[config.mk]
export PLATFORM = sky130hd
export DESIGN_NAME = telem_target_reader_flat
export DESIGN_NICKNAME = d
export VERILOG_FILES = /design/src/rtl/telem_pkg.sv /design/src/rtl/telem_target_reader_if.sv /design/src/rtl/telem_xor_acc.sv /design/src/rtl/telem_target_reader.sv /design/src/flat_wrapper.sv
export SDC_FILE = /design/constraint.sdc
export NUM_CORES = 1
export LEC_CHECK = 0
export CAP_MARGIN = 10
export CORE_MARGIN = 2
export CORE_UTILIZATION = 60
export CTS_CLUSTER_SIZE = 14
export DETAILED_ROUTE_END_ITERATION = 10
export DONT_BUFFER_PORTS = 1
export PLACE_DENSITY = 0.76
export REMOVE_ABC_BUFFERS = 1
export SYNTH_ARGS = -nofsm -noshare
export SYNTH_HDL_FRONTEND = slang
export SYNTH_SLANG_ARGS = --single-unit
[constraint.sdc]
create_clock -name clk -period 2.29 [get_ports clk]
set_clock_uncertainty 0.2 [all_clocks]
set_input_delay 0.3435 -clock clk [delete_from_list [all_inputs] [get_ports clk]]
set_output_delay 0.3435 -clock clk [all_outputs]
set_load 0.01 [all_outputs]
[src/rtl/telem_pkg.sv]
// Shared constants, defaults and reader FSM state encoding for the telemetry readout path.
// TELEM_READER_CHECKSUM_EN adds the trailing checksum state.
package telem_pkg;

  localparam logic [7:0] TELEM_HDR              = 8'hA5;
  localparam int         TELEM_BYTES_PER_TARGET = 5;
  localparam int         TELEM_NUM_TARGETS      = 16;
  localparam int         TELEM_COORD_W          = 8;

  typedef enum logic [2:0] {
    ST_IDLE  = 3'd0,
    ST_HDR   = 3'd1,
    ST_FETCH = 3'd2,
    ST_LATCH = 3'd3,
`ifdef TELEM_READER_CHECKSUM_EN
    ST_SEND  = 3'd4,
    ST_CHK   = 3'd5
`else
    ST_SEND  = 3'd4
`endif
  } telem_state_e;

endpackage

[src/rtl/telem_target_reader_if.sv]
// Target-store read port plus byte stream handshake used by telem_target_reader.
interface telem_target_reader_if #(parameter int COORD_W = 8);

  logic               rd_en;
  logic [3:0]         rd_sel;
  logic [COORD_W-1:0] rd_x;
  logic [COORD_W-1:0] rd_y;
  logic [COORD_W-1:0] rd_z;
  logic [COORD_W-1:0] rd_t;
  logic [COORD_W-1:0] tx_data;
  logic               tx_valid;
  logic               tx_ready;
  logic               tx_last;

  modport master (
    output rd_en, rd_sel, tx_data, tx_valid, tx_last,
    input  rd_x, rd_y, rd_z, rd_t, tx_ready
  );

  modport slave (
    input  rd_en, rd_sel, tx_data, tx_valid, tx_last,
    output rd_x, rd_y, rd_z, rd_t, tx_ready
  );

endinterface

[src/rtl/telem_xor_acc.sv]
// Running XOR of transferred frame bytes; used only when TELEM_READER_CHECKSUM_EN is defined.
module telem_xor_acc #(
  parameter int W = 8
) (
  input  logic         clk,
  input  logic         rst,
  input  logic         clr,
  input  logic         en,
  input  logic [W-1:0] din,
  output logic [W-1:0] acc
);

  logic [W-1:0] acc_q;
  logic [W-1:0] acc_d;

  always_comb begin
    acc_d = acc_q;
    if (clr) begin
      acc_d = '0;
    end else if (en) begin
      acc_d = acc_q ^ din;
    end
  end

  always_ff @(posedge clk or negedge rst) begin
    if (!rst) begin
      acc_q <= '0;
    end else begin
      acc_q <= acc_d;
    end
  end

  assign acc = acc_q;

endmodule

[src/rtl/telem_target_reader.sv]
// Sweeps all target slots and streams header + per-slot {idx,X,Y,Z,T} bytes.
// Optional trailing XOR checksum byte under TELEM_READER_CHECKSUM_EN.
//
// state | meaning
// IDLE  | waiting for start
// HDR   | presenting header byte
// FETCH | read strobe to store for slot idx
// LATCH | capture store read data into holding registers
// SEND  | presenting byte cnt of slot idx
// CHK   | presenting checksum byte (checksum build only)
module telem_target_reader
  import telem_pkg::*;
#(
  parameter int NUM_TARGETS = TELEM_NUM_TARGETS,
  parameter int COORD_W     = TELEM_COORD_W
) (
  input  logic                   clk,
  input  logic                   rst,
  input  logic                   start,
  output logic                   busy,
  output logic                   done,
  telem_target_reader_if.master  bus
);

  localparam logic [3:0] LAST_IDX = 4'(NUM_TARGETS - 1);
  localparam logic [2:0] LAST_CNT = 3'(TELEM_BYTES_PER_TARGET - 1);

  telem_state_e        state_q, state_d;
  logic [3:0]          idx_q, idx_d;
  logic [2:0]          cnt_q, cnt_d;
  logic [3:0]          rd_sel_q, rd_sel_d;
  logic [COORD_W-1:0]  x_q, x_d, y_q, y_d, z_q, z_d, t_q, t_d;
  logic                done_q, done_d;

  logic                rd_en;
  logic                tx_valid;
  logic                tx_last;
  logic [COORD_W-1:0]  tx_data;

`ifdef TELEM_READER_CHECKSUM_EN
  logic [COORD_W-1:0]  chk_acc;

  telem_xor_acc #(.W(COORD_W)) u_xor_acc (
    .clk (clk),
    .rst (rst),
    .clr (state_q == ST_HDR),
    .en  ((state_q == ST_SEND) && bus.tx_ready),
    .din (tx_data),
    .acc (chk_acc)
  );
`endif

  always_comb begin
    state_d  = state_q;
    idx_d    = idx_q;
    cnt_d    = cnt_q;
    rd_sel_d = rd_sel_q;
    x_d      = x_q;
    y_d      = y_q;
    z_d      = z_q;
    t_d      = t_q;
    done_d   = 1'b0;
    rd_en    = 1'b0;
    tx_valid = 1'b0;
    tx_last  = 1'b0;
    tx_data  = '0;

    case (state_q)
      ST_IDLE: begin
        if (start) begin
          state_d = ST_HDR;
          idx_d   = '0;
        end
      end
      ST_HDR: begin
        tx_valid = 1'b1;
        tx_data  = COORD_W'(TELEM_HDR);
        if (bus.tx_ready) begin
          state_d  = ST_FETCH;
          rd_sel_d = idx_q;
        end
      end
      ST_FETCH: begin
        rd_en   = 1'b1;
        state_d = ST_LATCH;
      end
      ST_LATCH: begin
        x_d     = bus.rd_x;
        y_d     = bus.rd_y;
        z_d     = bus.rd_z;
        t_d     = bus.rd_t;
        cnt_d   = '0;
        state_d = ST_SEND;
      end
      ST_SEND: begin
        tx_valid = 1'b1;
        case (cnt_q)
          3'd0:    tx_data = COORD_W'(idx_q);
          3'd1:    tx_data = x_q;
          3'd2:    tx_data = y_q;
          3'd3:    tx_data = z_q;
          default: tx_data = t_q;
        endcase
`ifndef TELEM_READER_CHECKSUM_EN
        tx_last = (cnt_q == LAST_CNT) && (idx_q == LAST_IDX);
`endif
        if (bus.tx_ready) begin
          if (cnt_q != LAST_CNT) begin
            cnt_d = cnt_q + 3'd1;
          end else if (idx_q != LAST_IDX) begin
            idx_d    = idx_q + 4'd1;
            rd_sel_d = idx_q + 4'd1;
            state_d  = ST_FETCH;
          end else begin
`ifdef TELEM_READER_CHECKSUM_EN
            state_d = ST_CHK;
`else
            state_d = ST_IDLE;
            done_d  = 1'b1;
`endif
          end
        end
      end
`ifdef TELEM_READER_CHECKSUM_EN
      ST_CHK: begin
        tx_valid = 1'b1;
        tx_last  = 1'b1;
        tx_data  = chk_acc;
        if (bus.tx_ready) begin
          state_d = ST_IDLE;
          done_d  = 1'b1;
        end
      end
`endif
      default: state_d = ST_IDLE;
    endcase
  end

  always_ff @(posedge clk or negedge rst) begin
    if (!rst) begin
      state_q  <= ST_IDLE;
      idx_q    <= '0;
      cnt_q    <= '0;
      rd_sel_q <= '0;
      x_q      <= '0;
      y_q      <= '0;
      z_q      <= '0;
      t_q      <= '0;
      done_q   <= 1'b0;
    end else begin
      state_q  <= state_d;
      idx_q    <= idx_d;
      cnt_q    <= cnt_d;
      rd_sel_q <= rd_sel_d;
      x_q      <= x_d;
      y_q      <= y_d;
      z_q      <= z_d;
      t_q      <= t_d;
      done_q   <= done_d;
    end
  end

  assign busy         = (state_q != ST_IDLE);
  assign done         = done_q;
  assign bus.rd_en    = rd_en;
  assign bus.rd_sel   = rd_sel_q;
  assign bus.tx_valid = tx_valid;
  assign bus.tx_last  = tx_last;
  assign bus.tx_data  = tx_data;

endmodule

[src/flat_wrapper.sv]
// flat-port wrapper written by rule: the top's interface ports become plain ports
module telem_target_reader_flat import telem_pkg::*;
#(
  parameter int NUM_TARGETS = TELEM_NUM_TARGETS,
  parameter int COORD_W     = TELEM_COORD_W
)
  (clk, rst, start, busy, done, bus_rd_en, bus_rd_sel, bus_tx_data, bus_tx_valid, bus_tx_last, bus_rd_x, bus_rd_y, bus_rd_z, bus_rd_t, bus_tx_ready);
  telem_target_reader_if #(.COORD_W(COORD_W)) bus_i ();
  input  logic clk;
  input  logic rst;
  input  logic start;
  output logic busy;
  output logic done;
  output wire logic [$bits(bus_i.rd_en)-1:0] bus_rd_en;
  output wire logic [$bits(bus_i.rd_sel)-1:0] bus_rd_sel;
  output wire logic [$bits(bus_i.tx_data)-1:0] bus_tx_data;
  output wire logic [$bits(bus_i.tx_valid)-1:0] bus_tx_valid;
  output wire logic [$bits(bus_i.tx_last)-1:0] bus_tx_last;
  input wire logic [$bits(bus_i.rd_x)-1:0] bus_rd_x;
  input wire logic [$bits(bus_i.rd_y)-1:0] bus_rd_y;
  input wire logic [$bits(bus_i.rd_z)-1:0] bus_rd_z;
  input wire logic [$bits(bus_i.rd_t)-1:0] bus_rd_t;
  input wire logic [$bits(bus_i.tx_ready)-1:0] bus_tx_ready;
  assign bus_rd_en = bus_i.rd_en;
  assign bus_rd_sel = bus_i.rd_sel;
  assign bus_tx_data = bus_i.tx_data;
  assign bus_tx_valid = bus_i.tx_valid;
  assign bus_tx_last = bus_i.tx_last;
  assign bus_i.rd_x = bus_rd_x;
  assign bus_i.rd_y = bus_rd_y;
  assign bus_i.rd_z = bus_rd_z;
  assign bus_i.rd_t = bus_rd_t;
  assign bus_i.tx_ready = bus_tx_ready;
  telem_target_reader #(.NUM_TARGETS(NUM_TARGETS), .COORD_W(COORD_W)) u_core (.clk(clk), .rst(rst), .start(start), .busy(busy), .done(done), .bus(bus_i));
endmodule
==> flow_metrics.py <==
metrics = {
    "run_status": {
        "outcome": "complete, but fails checks",
        "violations": "setup timing",
    },
    "power_and_ir_drop": {
        "p_per_area_nw_per_um2": 1210,
        "pwr-share-clk_pct": 16.5,
        "p_comb_share_pct": 45.3,
        "switchingPower_mw": 1.55,
        "p_seq_share_pct": 38.2,
        "leakage_nw": 1.47,
        "swShare_pct": 40.2,
        "intPower_mw": 2.30,
        "ir_worst_vdd_mv": 0.846,
    },
    "run": {
        "drv_cap": 0,
    },
    "clocking": {
        "clockRootBuffer": "clkbuf_8",
        "clock_latency_ns": 0.30,
        "htreeDepth": 2,
        "cts_buffers": 5,
        "ctsLongestPathBuffers": 2,
        "cts_tree": "done",
        "clock-sinks": 47,
        "clk_pin_slew_ns": 0.09,
    },
    "critical_path": {
        "endpoint": "bus_tx_data[0]",
        "path_max_fanout": 8,
        "crit_type": "register to output pin",
        "setup.worst_path.start": "u_core.cnt_q[1]",
        "reg2reg_depth": 5,
        "reg2reg_to": "u_core.bus.rd_sel[3]",
        "cp-start-kind": "register",
        "regToRegSetupSlack_ns": 0.31,
        "r2r_start": "u_core.state_q[2]",
        "worstPathRequired_ns": 1.75,
        "cp-end-kind": "output pin",
        "critical_path_arrival_ns": 1.89,
    },
    "sta": {
        "min_period_ns": 2.43,
        "fin_tns_setup_ns": -0.298,
        "rsz0062_at_grt": "true",
        "finalSetupViolCount": 5,
        "worstMarginPinSlew_ns": 0.536,
        "fmaxAchievable_ghz": 0.411,
        "setup_ws_ns": -0.141,
        "hold_viol": 0,
        "worst_slew_margin_rel_pct": 64.2,
        "final_max_slew_viol_count": 0,
        "fin_crit_sh_pct": 106,
    },
    "detailed_routing": {
        "routed_wl_um": 6330,
        "drtIter0Drc": 226,
        "drcViolationCount": 0,
        "via_per_inst": 5.91,
        "ant_nets": 0,
        "num_vias": 2204,
        "wl_per_cell_um": 17.0,
        "drt_first_pass_iters": 5,
    },
    "synth": {
        "ys_seq_elements": 47,
        "synthFlopType": "dfrtp_1",
        "synth.distinct_cells": 43,
        "synth_edf_count": 0,
        "netlist_area_um2": 2440,
        "avgSynthCellArea_um2": 8.74,
        "syn_inst": 279,
        "ys_warn_count": 0,
        "async_flop_share_pct": 100,
        "yosysSeqAreaShare_pct": 48.2,
    },
    "floorplanning": {
        "dieArea_um2": 4590,
        "fp.dieW_um": 67.8,
        "pin_count": 53,
        "rows": 23,
        "dieHeight_um": 67.8,
        "start_util_pct": 61.9,
        "core_area_um2": 3940,
    },
    "global_routing": {
        "antenna_found_initial": 0,
        "grt_max_degree": 48,
        "grt_pass1_wl_um": 9790,
        "grt_pass1_vias": 2125,
        "grt_usage_pct": 29.4,
        "grt_use_met2_pct": 49.6,
        "grtUsageMet1_pct": 35.5,
        "grt-busiest-layer": "met2",
        "use_met3_pct": 7.00,
        "grt-ovfl-total": 0,
    },
    "finish": {
        "nets": 365,
        "drive_above_1_share_pct": 18.3,
        "area_delta_synth_final_pct": 30.3,
        "final_util_pct": 80.6,
        "fin_area_um2": 3180,
        "fillCellCount": 243,
        "diodes": 0,
    },
    "worst_hold_path": {
        "hp-class": "input pin to register",
    },
    "placed_design": {
        "place_area_um2": 2500,
        "dp_hpwl_um": 3770,
        "portBuffers": 0,
        "place.gp.congestion": 0.917,
    },
}
## how the worst min path moves through the flow
stage	startpoint	cells past startpoint	end	slack, ns
CTS	bus_tx_ready	2	u_core.done	0.01
global route	bus_tx_ready	2	u_core.done	0.01
global placement	rst	0	u_core.z_q[5]	-0.15
finish	bus_tx_ready	2	u_core.done	0.02
floorplan	rst	0	u_core.bus.rd_sel[0]	-0.15
detailed placement	rst	0	u_core.t_q[5]	-0.15
## cell families (layout without fill, tap and decap cells)
family	Yosys count	after routing	synth area share, %
adder cells (fa/ha/maj)	7	7	3.59
AO/OA/AOI/OAI	61	61	17.7
flip-flops	47	47	48.2
buffers and inverters	30	74	6.16
AND/OR/NAND/NOR	130	130	22.5
multiplexers	4	4	1.85
## power groups by stage
stage | Combinational [mW] | Clock (mW) | Sequential (mW)
2_1_floorplan | 0.967 | 0 | 1.41
3_3_place_gp | 1.33 | 0 | 1.42
3_5_place_dp | 1.38 | 0 | 1.43
4_1_cts | 1.57 | 0.634 | 1.42
5_1_grt | 1.93 | 0.678 | 1.50
6_report | 1.74 | 0.635 | 1.47
## cell usage after synthesis, types with 3 or more instances
library cell,count,share of area [%]
o22ai_1,5,1.3
nor2_1,12,1.8
inv_1,9,1.4
o21ai_0,12,2.5
clkbuf_1,14,2.2
a22o_1,5,1.8
ha_1,7,3.6
a21oi_1,17,3.5
nand2_1,99,15
or3_1,3,0.77
a222oi_1,6,2.5
mux2i_1,3,1.2
dfrtp_1,47,48
## repair_timing
item                                    in CTS  in global routing
hold buffers                                35                  0
hold endpoints to repair                    80                  0
buffers inserted                             1                  7
pin swaps                                    1                  8
endpoints found under the setup margin       9                  9
gates cloned                                 0                  0
gates resized for setup                     17                 15
## sequential cells by signal (all words and copies together) (netlist names)
signal / count
u_core.bus.rd_sel: 4
u_core.cnt_q: 3
u_core.done: 1
u_core.idx_q: 4
u_core.state_q: 3
u_core.t_q: 8
u_core.x_q: 8
u_core.y_q: 8
u_core.z_q: 8
## stage by stage
step | setup slack, ns | power, mW | cells | hold WS, ns
CTS | -0.0401 | 3.62 | 366 | 0.0140
finish | -0.141 | 3.84 | 373 | 0.0169
detailed placement | 0.0974 | 2.81 | 322 | -0.151
global route | -0.211 | 4.11 | 373 | 0.00983
global placement | 0.134 | 2.75 | 322 | -0.151
floorplan | 0.135 | 2.38 | 259 | -0.152
## layout make-up
| type | instances | area (µm²) | area share [%] |
|---|---|---|---|
| sequential | 47 | 1180 | 37.1 |
| tap | 50 | 62.6 | 1.97 |
| clock buffer | 6 | 82.6 | 2.60 |
| clock inverter | 2 | 35.0 | 1.10 |
| multi-input combinational | 202 | 1230 | 38.7 |
| inverter | 10 | 52.6 | 1.65 |
| timing repair buffer | 56 | 537 | 16.9 |
## layout by cell type, fill, tap and decap left out, types with 3 or more instances in the layout
master,n
nand2_1,98
o22ai_1,3
or3_1,3
a21oi_2,6
inv_1,6
buf_4,18
clkbuf_8,6
nor2_1,11
o21ai_0,12
buf_6,3
a21oi_1,11
dfrtp_1,45
ha_4,5
a22o_1,5
mux2i_1,3
a222oi_1,6
dlygate4sd3_1,34
## metal layers
layer / wire length [µm] / part of all wire, %
met1: 2560 / 40
met2: 3190 / 50
met3: 454 / 7.2
met4: 129 / 2.0
met5: 0 / 0
## critical path: stages (launching register included)
cell	delay, ns
dfrtp_2	0.48
ha_4	0.19
ha_4	0.20
a222oi_1	0.41
a221o_1	0.23
a21oi_2	0.07
(Power assumes the default switching activity.)
